<file path="src/rtl/ifetch_unit.sv">
// Instruction fetch unit: single-outstanding memory request, DEPTH-entry {inst, pc}
// queue toward decode, redirect flush with in-flight response discard.
module ifetch_unit #(
  parameter logic [31:0] RESET_PC = 32'h0000_0000,
  parameter int          DEPTH    = 2
) (
  input  logic        clk,
  input  logic        rst,
  output logic        imem_req,
  output logic [31:0] imem_addr,
  input  logic        imem_rvalid,
  input  logic [31:0] imem_rdata,
  input  logic        redirect_valid,
  input  logic [31:0] redirect_pc,
  output logic        inst_valid,
  output logic [31:0] inst,
  output logic [31:0] inst_pc,
  output logic [31:0] inst_pc4,
  input  logic        inst_ready,
  output logic [1:0]  state_dbg
);

  localparam int PW = (DEPTH > 1) ? $clog2(DEPTH) : 1;
  localparam int CW = $clog2(DEPTH + 1);

  typedef enum logic [1:0] {
    IDLE = 2'd0,
    WAIT = 2'd1,
    DROP = 2'd2
  } state_t;

  state_t          state, state_n;
  logic [31:0]     fetch_pc, fetch_pc_n;
  logic [31:0]     req_addr, req_addr_n;
  logic [31:0]     q_inst [DEPTH];
  logic [31:0]     q_pc   [DEPTH];
  logic [PW-1:0]   rd_ptr, wr_ptr;
  logic [CW-1:0]   count, count_n;
  logic [31:0]     redir_pc;
  logic            push, pop;

  function automatic logic [PW-1:0] ptr_inc(input logic [PW-1:0] p);
    ptr_inc = (p == PW'(DEPTH - 1)) ? '0 : p + PW'(1);
  endfunction

  assign redir_pc   = redirect_pc & ~32'h3;
  assign imem_req   = (state != IDLE);
  assign imem_addr  = req_addr;
  assign inst_valid = (count != '0);
  assign inst       = q_inst[rd_ptr];
  assign inst_pc    = q_pc[rd_ptr];
  assign inst_pc4   = inst_pc + 32'd4;
  assign state_dbg  = state;

  // A response is kept only in WAIT and only if no redirect lands in the same cycle.
  assign push = (state == WAIT) && imem_rvalid && !redirect_valid;
  assign pop  = inst_valid && inst_ready;

  always_comb begin
    count_n = count;
    if (redirect_valid)
      count_n = '0;
    else if (push && !pop)
      count_n = count + CW'(1);
    else if (pop && !push)
      count_n = count - CW'(1);
  end

  // Issuing only when count_n < DEPTH guarantees a slot: while the single
  // request is pending the queue can only drain.
  always_comb begin
    state_n    = state;
    fetch_pc_n = fetch_pc;
    req_addr_n = req_addr;
    case (state)
      IDLE: begin
        if (redirect_valid) begin
          fetch_pc_n = redir_pc;
        end else if (count_n < CW'(DEPTH)) begin
          state_n    = WAIT;
          req_addr_n = fetch_pc;
        end
      end
      WAIT: begin
        if (redirect_valid) begin
          fetch_pc_n = redir_pc;
          state_n    = imem_rvalid ? IDLE : DROP;
        end else if (imem_rvalid) begin
          fetch_pc_n = req_addr + 32'd4;
          if (count_n < CW'(DEPTH))
            req_addr_n = req_addr + 32'd4;
          else
            state_n = IDLE;
        end
      end
      DROP: begin
        if (redirect_valid)
          fetch_pc_n = redir_pc;
        if (imem_rvalid)
          state_n = IDLE;
      end
      default: state_n = IDLE;
    endcase
  end

  always_ff @(posedge clk) begin
    if (!rst) begin
      state    <= IDLE;
      fetch_pc <= RESET_PC & ~32'h3;
      req_addr <= RESET_PC & ~32'h3;
    end else begin
      state    <= state_n;
      fetch_pc <= fetch_pc_n;
      req_addr <= req_addr_n;
    end
  end

  always_ff @(posedge clk) begin
    if (!rst) begin
      rd_ptr <= '0;
      wr_ptr <= '0;
      count  <= '0;
      for (int i = 0; i < DEPTH; i++) begin
        q_inst[i] <= '0;
        q_pc[i]   <= '0;
      end
    end else begin
      count <= count_n;
      if (redirect_valid) begin
        rd_ptr <= '0;
        wr_ptr <= '0;
      end else begin
        if (push) begin
          q_inst[wr_ptr] <= imem_rdata;
          q_pc[wr_ptr]   <= req_addr;
          wr_ptr         <= ptr_inc(wr_ptr);
        end
        if (pop)
          rd_ptr <= ptr_inc(rd_ptr);
      end
    end
  end

endmodule

</file>
<file path="config.mk">
export PLATFORM = sky130hd
export DESIGN_NAME = ifetch_unit
export DESIGN_NICKNAME = d
export VERILOG_FILES = /design/src/rtl/ifetch_unit.sv
export SDC_FILE = /design/constraint.sdc
export NUM_CORES = 1
export LEC_CHECK = 0
export ABC_CLOCK_PERIOD_IN_PS = 6600
export CAP_MARGIN = 15
export CORE_ASPECT_RATIO = 0.7
export CORE_UTILIZATION = 30
export DETAILED_ROUTE_END_ITERATION = 8
export DONT_BUFFER_PORTS = 1
export PLACE_DENSITY = 0.49
export SLEW_MARGIN = 15
export SYNTH_ARGS = -nofsm -noshare
export SYNTH_HDL_FRONTEND = slang
export SYNTH_SLANG_ARGS = --single-unit
</file>
<file path="constraint.sdc">
create_clock -name clk -period 6.6 [get_ports clk]
set_clock_uncertainty 0.05 [all_clocks]
set_input_delay 0.99 -clock clk [delete_from_list [all_inputs] [get_ports clk]]
set_output_delay 0.99 -clock clk [all_outputs]
set_load 0.01 [all_outputs]
</file>
==> key figures, run 1 <==
Setup path
  • Worst path max stage delay: 0.84 ns
  • Critical path type: reg2out
  • Arr. time, crit path: 3.66 ns
  • Slowest library cell on the worst path: dfxtp_4
  • Crit end category: output port
  • Cells along the critical path: buf_4, nand4_1, a221oi_2, and4_1, nor4b_2, xor2_1
  • Critical path startpoint category: register
  • Critical Path RT: 5.56 ns
  • Crit path max fanout: 58

Die
  • # rows: 56
  • Core area: 33600 um2
  • Io pins: 201
  • Die H: 157 um
  • Die X: 223 um
  • Starting density of the core: 30.6%
  • Die area: 35000 um2

CTS
  • Clock buffer depth: 2
  • Postcts setup bufs: 0
  • Root Driver: clkbuf_16
  • Later-pin clock latency in the skew report: 0.46 ns
  • CTS resizes: 0
  • Hold_buf cts: 0
  • Clock H-tree levels: 4
  • Clock-pin slew on the worst setup and hold paths: 0.08 ns
  • CTS tree: built
  • Clock net sink count: 199
  • CTS Buf Count: 17

Finish
  • Non-Filler Instances: 1376
  • Area delta synth->final: 8.87%
  • Layout cell share with drive strength beyond 1: 12.6%
  • Nets: 1002
  • Fillers: 3361
  • Antenna cells: 0

Drt
  • Routed via count: 7205
  • Routed Antenna Nets: 0
  • DR DRC count: 0
  • Final wirelength: 30300 um
  • Initial DRC count: 513
  • Initial DRT Pass Iterations: 8
  • Drt via density: 5.24
  • Routed wire per std cell: 22.0 um

Timing
  • Finish-stage setup viols: 0
  • RSZ-0062 raised after global routing: no
  • Max-Slew Margin vs Limit: 29.1%
  • Period utilization: 71.2%
  • Worst slew pin tran: 1.06 ns
  • Pins Over Slew Limit: 0
  • Hold Vio Cnt, Final: 0
  • Crit path time final: 4.70 ns
  • Max Fclk: 213 MHz
  • Worst setup margin: 1.90 ns
  • Setup TNS: 0 ns

Placement
  • RD Place Congestion: 0.791
  • Port bufs: 0
  • DP HPWL: 20500 um
  • Placed insts: 1344
  • Place WS: 2.34 ns

Global routing
  • Vias in the first global route: 6739
  • Total global routing overflow: 0
  • Largest net degree at the start of global routing: 60
  • First-pass GRT wire length: 45000 um
  • Gr usage total: 17.5%
  • Initial antenna violation count: 4

Power
  • Pwr dens: 239 nW/um2
  • Max VDD drop: 0.000102 V
  • Leakage: 0.00377 uW

Synth
  • Mapped Area: 10300 um2
  • Top_reg_cell synth: edfxtp_1
  • Ranking of synthesized cells by area: edfxtp_1, dfxtp_1, and2_1
  • Number of enable flip-flop cells after synthesis: 128
  • Synth cell types: 67
  • Seq/Total Area, Yosys: 51.3%
  • Ys Warns: 0
  • Syn avg cell area: 10.5 um2
  • Post-synth top area share: 37.4%
  • Cells after Synth: 975
  • Total nets after synthesis: 1049
  • FFs w/ async S/R, synth: 0%
  • Area leader, netlist: edfxtp_1
  • Synth Register Bits: 199

Min path
  • Worst Hold Class: reg2reg

Flow run
  • Max_cap viols: 0

Outcome
  • Status: finished, final reports clean
cell usage after synthesis, types with 24 or more instances:
master,number
mux2_2,56
nand3_1,34
nor3_1,24
nand2_1,61
and2_1,124
clkbuf_1,48
a21oi_1,24
dfxtp_1,71
nor2_1,54
o21ai_0,29
edfxtp_1,128
xnor2_1,39
worst max-delay path, delay by kind of cell, from the launching register on:
family	cells	cell delay, ns
XOR/XNOR	1	0.31
AO/OA/AOI/OAI	1	0.51
flip-flops	1	0.84
buffers and inverters	1	0.49
AND/OR/NAND/NOR	3	0.98
report_power, final:
part / leakage, uW / internal (uW) / switching (uW)
clock network: 0.000281 / 522 / 520
registers: 0.00191 / 1370 / 52.8
logic: 0.00158 / 70.2 / 138
path summary, 6_finish.rpt:
| check | slack [ns] | from | depth (start not counted) | end |
|---|---|---|---|---|
| worst min-delay path | 0.41 | fetch_pc[0]$_SDFFE_PN0P_ | 2 | fetch_pc[0]$_SDFFE_PN0P_ |
| worst min register to register | 0.41 | fetch_pc[0]$_SDFFE_PN0P_ | 2 | fetch_pc[0]$_SDFFE_PN0P_ |
| worst max-delay path | 1.90 | register | 6 | inst_pc4[31] |
| worst max register to register | 2.69 | state_dbg[0]$_SDFFE_PN0P_ | 8 | imem_addr[21]$_SDFFE_PN0P_ |
stage by stage:
step                      total power (uW)  utilization, %  hold slack (ns)  cell area [um2]
after detailed placement              1670            31.6            0.400            10600
final                                 2680            33.3            0.409            11200
after global placement                1670            31.6            0.388            10600
after global routing                  2790            33.3            0.433            11200
after CTS                             2710            33.3            0.411            11200
after floorplan                       1610               -            0.382            10300
routing by layer:
metal  part of all wire, %  up-vias  GRT usage, %
met4                   1.2        4          4.73
met2                    43      205          25.5
li1                      -     3458             -
met5                 0.086        -             0
met3                   6.5       29          5.09
met1                    49     3509          24.9
state kept, by name, indices dropped and copies added (netlist names), named ones only:
name,cells
q_pc,64
state_dbg,2
imem_addr,32
wr_ptr,1
rd_ptr,1
fetch_pc,32
count,2
q_inst,64
area by class of cell:
class | instances | area [um2] | area share (%)
Timing Repair Buffer | 11 | 82.6 | 0.739
Clock inverter | 13 | 109 | 0.974
Inverter | 20 | 75.1 | 0.672
Tap cell | 435 | 544 | 4.87
Clock buffer | 19 | 458 | 4.10
Multi-Input combinational cell | 679 | 4640 | 41.5
Sequential cell | 199 | 5270 | 47.1
cell usage in the layout (no fill, tap or decap), drive strengths merged, types with 5 or more instances in the layout:
cell,instances
a21oi,24
a22o,10
a22oi,11
a31oi,6
a32o,7
a32oi,18
and2,124
and3,13
buf,11
clkbuf,19
clkinv,6
dfxtp,71
edfxtp,128
ha,5
inv,26
mux2,56
mux2i,12
nand2,63
nand2b,11
nand3,36
nand4,17
nor2,55
nor2b,9
nor3,26
nor4,9
o21a,6
o21ai,31
o22ai,23
or3,8
xnor2,39
xor2,15
cells by family (layout without fill, tap and decap cells):
group | count (synthesis) | in the layout | synth area share (%)
AO/OA/AOI/OAI | 163 | 163 | 11.0
buffers and inverters | 97 | 63 | 3.95
XOR/XNOR | 54 | 54 | 4.61
flip-flops | 199 | 199 | 51.3
multiplexers | 68 | 68 | 7.31
AND/OR/NAND/NOR | 389 | 389 | 21.2
adder cells (fa/ha/maj) | 5 | 5 | 0.609
(Power assumes the default switching activity.)
==> inputs of run 2 (changes only) <==
- ABC_CLOCK_PERIOD_IN_PS: 6600 -> 3900
- clock period: 6.6 -> 3.9 ns (I/O delays scaled with it)
==> run 2 against run 1 <==
Net effect: register-to-register slack got worse by 1.9 ns; sequential power rose by 68%; sequential share of layout area shrank 0.74 points; sequential cell count stayed put; final area increased by 1.6%; critical path type unchanged; critical endpoint unchanged; highest routed layer unchanged.
==> key figures, run 2 (synthesis results as in run 1) <==
Outcome
  • Status: finished, final reports clean

Power
  • Pwr Total: 4630 uW
  • Pwr dens: 408 nW/um2
  • Max VDD drop: 0.000235 V
  • Leakage: 0.00386 uW

Placement
  • Place WS: 0.620 ns
  • DP HPWL: 21500 um
  • Post-Place Cell Area: 10800 um2
  • Port bufs: 0
  • RD Place Congestion: 0.787

Die
  • Io pins: 201
  • Die area: 35000 um2
  • Die X: 223 um
  • Starting density of the core: 30.6%
  • # rows: 56
  • Die H: 157 um
  • Core area: 33600 um2

Flow run
  • Max_cap viols: 0

Setup path
  • R2R Setup Slk: 0.81 ns
  • RR Endpoint: imem_addr[8]$_SDFFE_PN0P_
  • Crit path max fanout: 66
  • Crit end category: output port
  • Critical path type: reg2out
  • R2R depth: 10
  • Critical path startpoint category: register
  • Critical Path RT: 3.26 ns
  • Arr. time, crit path: 3.03 ns
  • Worst flop-to-flop path startpoint: state_dbg[1]$_SDFFE_PN0P_

Global routing
  • First-pass GRT wire length: 46500 um
  • Initial antenna violation count: 5
  • Largest net degree at the start of global routing: 67
  • Total global routing overflow: 0
  • Gr usage total: 18.2%
  • Vias in the first global route: 7150

Finish
  • Layout cell share with drive strength beyond 1: 14.3%
  • Most frequent cells in the layout: edfxtp_1, and2_1, dfxtp_1, nand2_1, mux2_2
  • Top flop regs: q_inst: 64 flops, q_pc: 64 flops
  • Final Util: 33.8%
  • Most common cell after layout, fill and taps aside: edfxtp_1
  • Multi-input logic area: 4640 um2
  • Area delta synth->final: 10.6%
  • Fillers: 3392
  • Sequential Area: 5270 um2
  • Nets: 1020
  • Finished Cell Area: 11400 um2

Drt
  • Routed wire per std cell: 22.4 um
  • Final wirelength: 31300 um
  • Drt via density: 5.26
  • Routed Antenna Nets: 0
  • Routed via count: 7333
  • Initial DRT Pass Iterations: 5
  • DR DRC count: 0
  • Initial DRC count: 542

CTS
  • Later-pin clock latency in the skew report: 0.45 ns
  • CTS Buf Count: 17
  • Postcts setup bufs: 0
  • CTS resizes: 0
  • Root Driver: clkbuf_16
  • Clock-pin slew on the worst setup and hold paths: 0.08 ns
  • CTS tree: built
  • Hold_buf cts: 0
  • Clock net sink count: 199
  • Clock H-tree levels: 4
  • Clock buffer depth: 2

Timing
  • Pins Over Slew Limit: 0
  • Finish-stage setup viols: 0
  • Hold slack: 0.148 ns
  • Max Fclk: 273 MHz
  • Worst setup margin: 0.233 ns
  • Period utilization: 94.0%
  • Hold Vio Cnt, Final: 0
  • RSZ-0062 raised after global routing: no
  • Max-Slew Margin vs Limit: 28.3%
  • Crit path time final: 3.67 ns
  • Worst slew pin tran: 1.07 ns

Min path
  • Worst Hold Class: in2reg
  • Worst Hold Depth: 1
  • Hold path start: imem_rvalid
  • Hold EP: state_dbg[1]$_SDFFE_PN0P_
run 2: cell types whose count changed in the layout (fill, tap and decap cells not counted), sizes merged:
cell      change
inv           -4
clkinvlp      +4
buf          +18
bufinv        +2
clkbuf        -2
diode         +1
run 2: critical path: stages, from the launching register on:
cell	delay [ns]
dfxtp_4	0.47
buf_12	0.32
nand4_1	0.21
a221oi_2	0.47
and4_1	0.43
nor4b_2	0.31
xor2_1	0.27
run 2: layer usage:
metal,routed length [um],track usage [%]
met5,13,0
met4,310,4.40
met3,2270,5.33
met2,13800,27.4
met1,14900,25.3
run 2: power breakdown:
| part | switching [uW] | internal, uW | leakage, uW |
|---|---|---|---|
| clock network | 890 | 961 | 0.000275 |
| logic | 251 | 129 | 0.00168 |
| registers | 76.5 | 2330 | 0.00191 |
run 2: worst max path at each step:
| stage | start | to | depth (start not counted) |
|---|---|---|---|
| floorplan | imem_rvalid | q_inst[0][0]$_SDFFCE_PN0P_ | 3 |
| global placement | imem_rvalid | imem_addr[8]$_SDFFE_PN0P_ | 10 |
| detailed placement | imem_rvalid | imem_addr[8]$_SDFFE_PN0P_ | 10 |
| CTS | register | inst_pc4[31] | 6 |
| global route | register | inst_pc4[27] | 6 |
| finish | register | inst_pc4[31] | 6 |
run 2: layout make-up:
cell class                      count  area share [%]
Clock buffer                       17            3.75
Antenna cell                        1          0.0220
Inverter                           20           0.661
Tap cell                          435            4.79
Sequential cell                   199            46.4
Clock inverter                     15            1.50
Timing Repair Buffer               29            2.03
Multi-Input combinational cell    679            40.9
run 2: stage by stage:
step,instances,setup TNS [ns]
3_5_place_dp,1362,0
6_report,1395,0
3_3_place_gp,1362,0
4_1_cts,1394,0
2_1_floorplan,975,-61.29
5_1_grt,1394,0
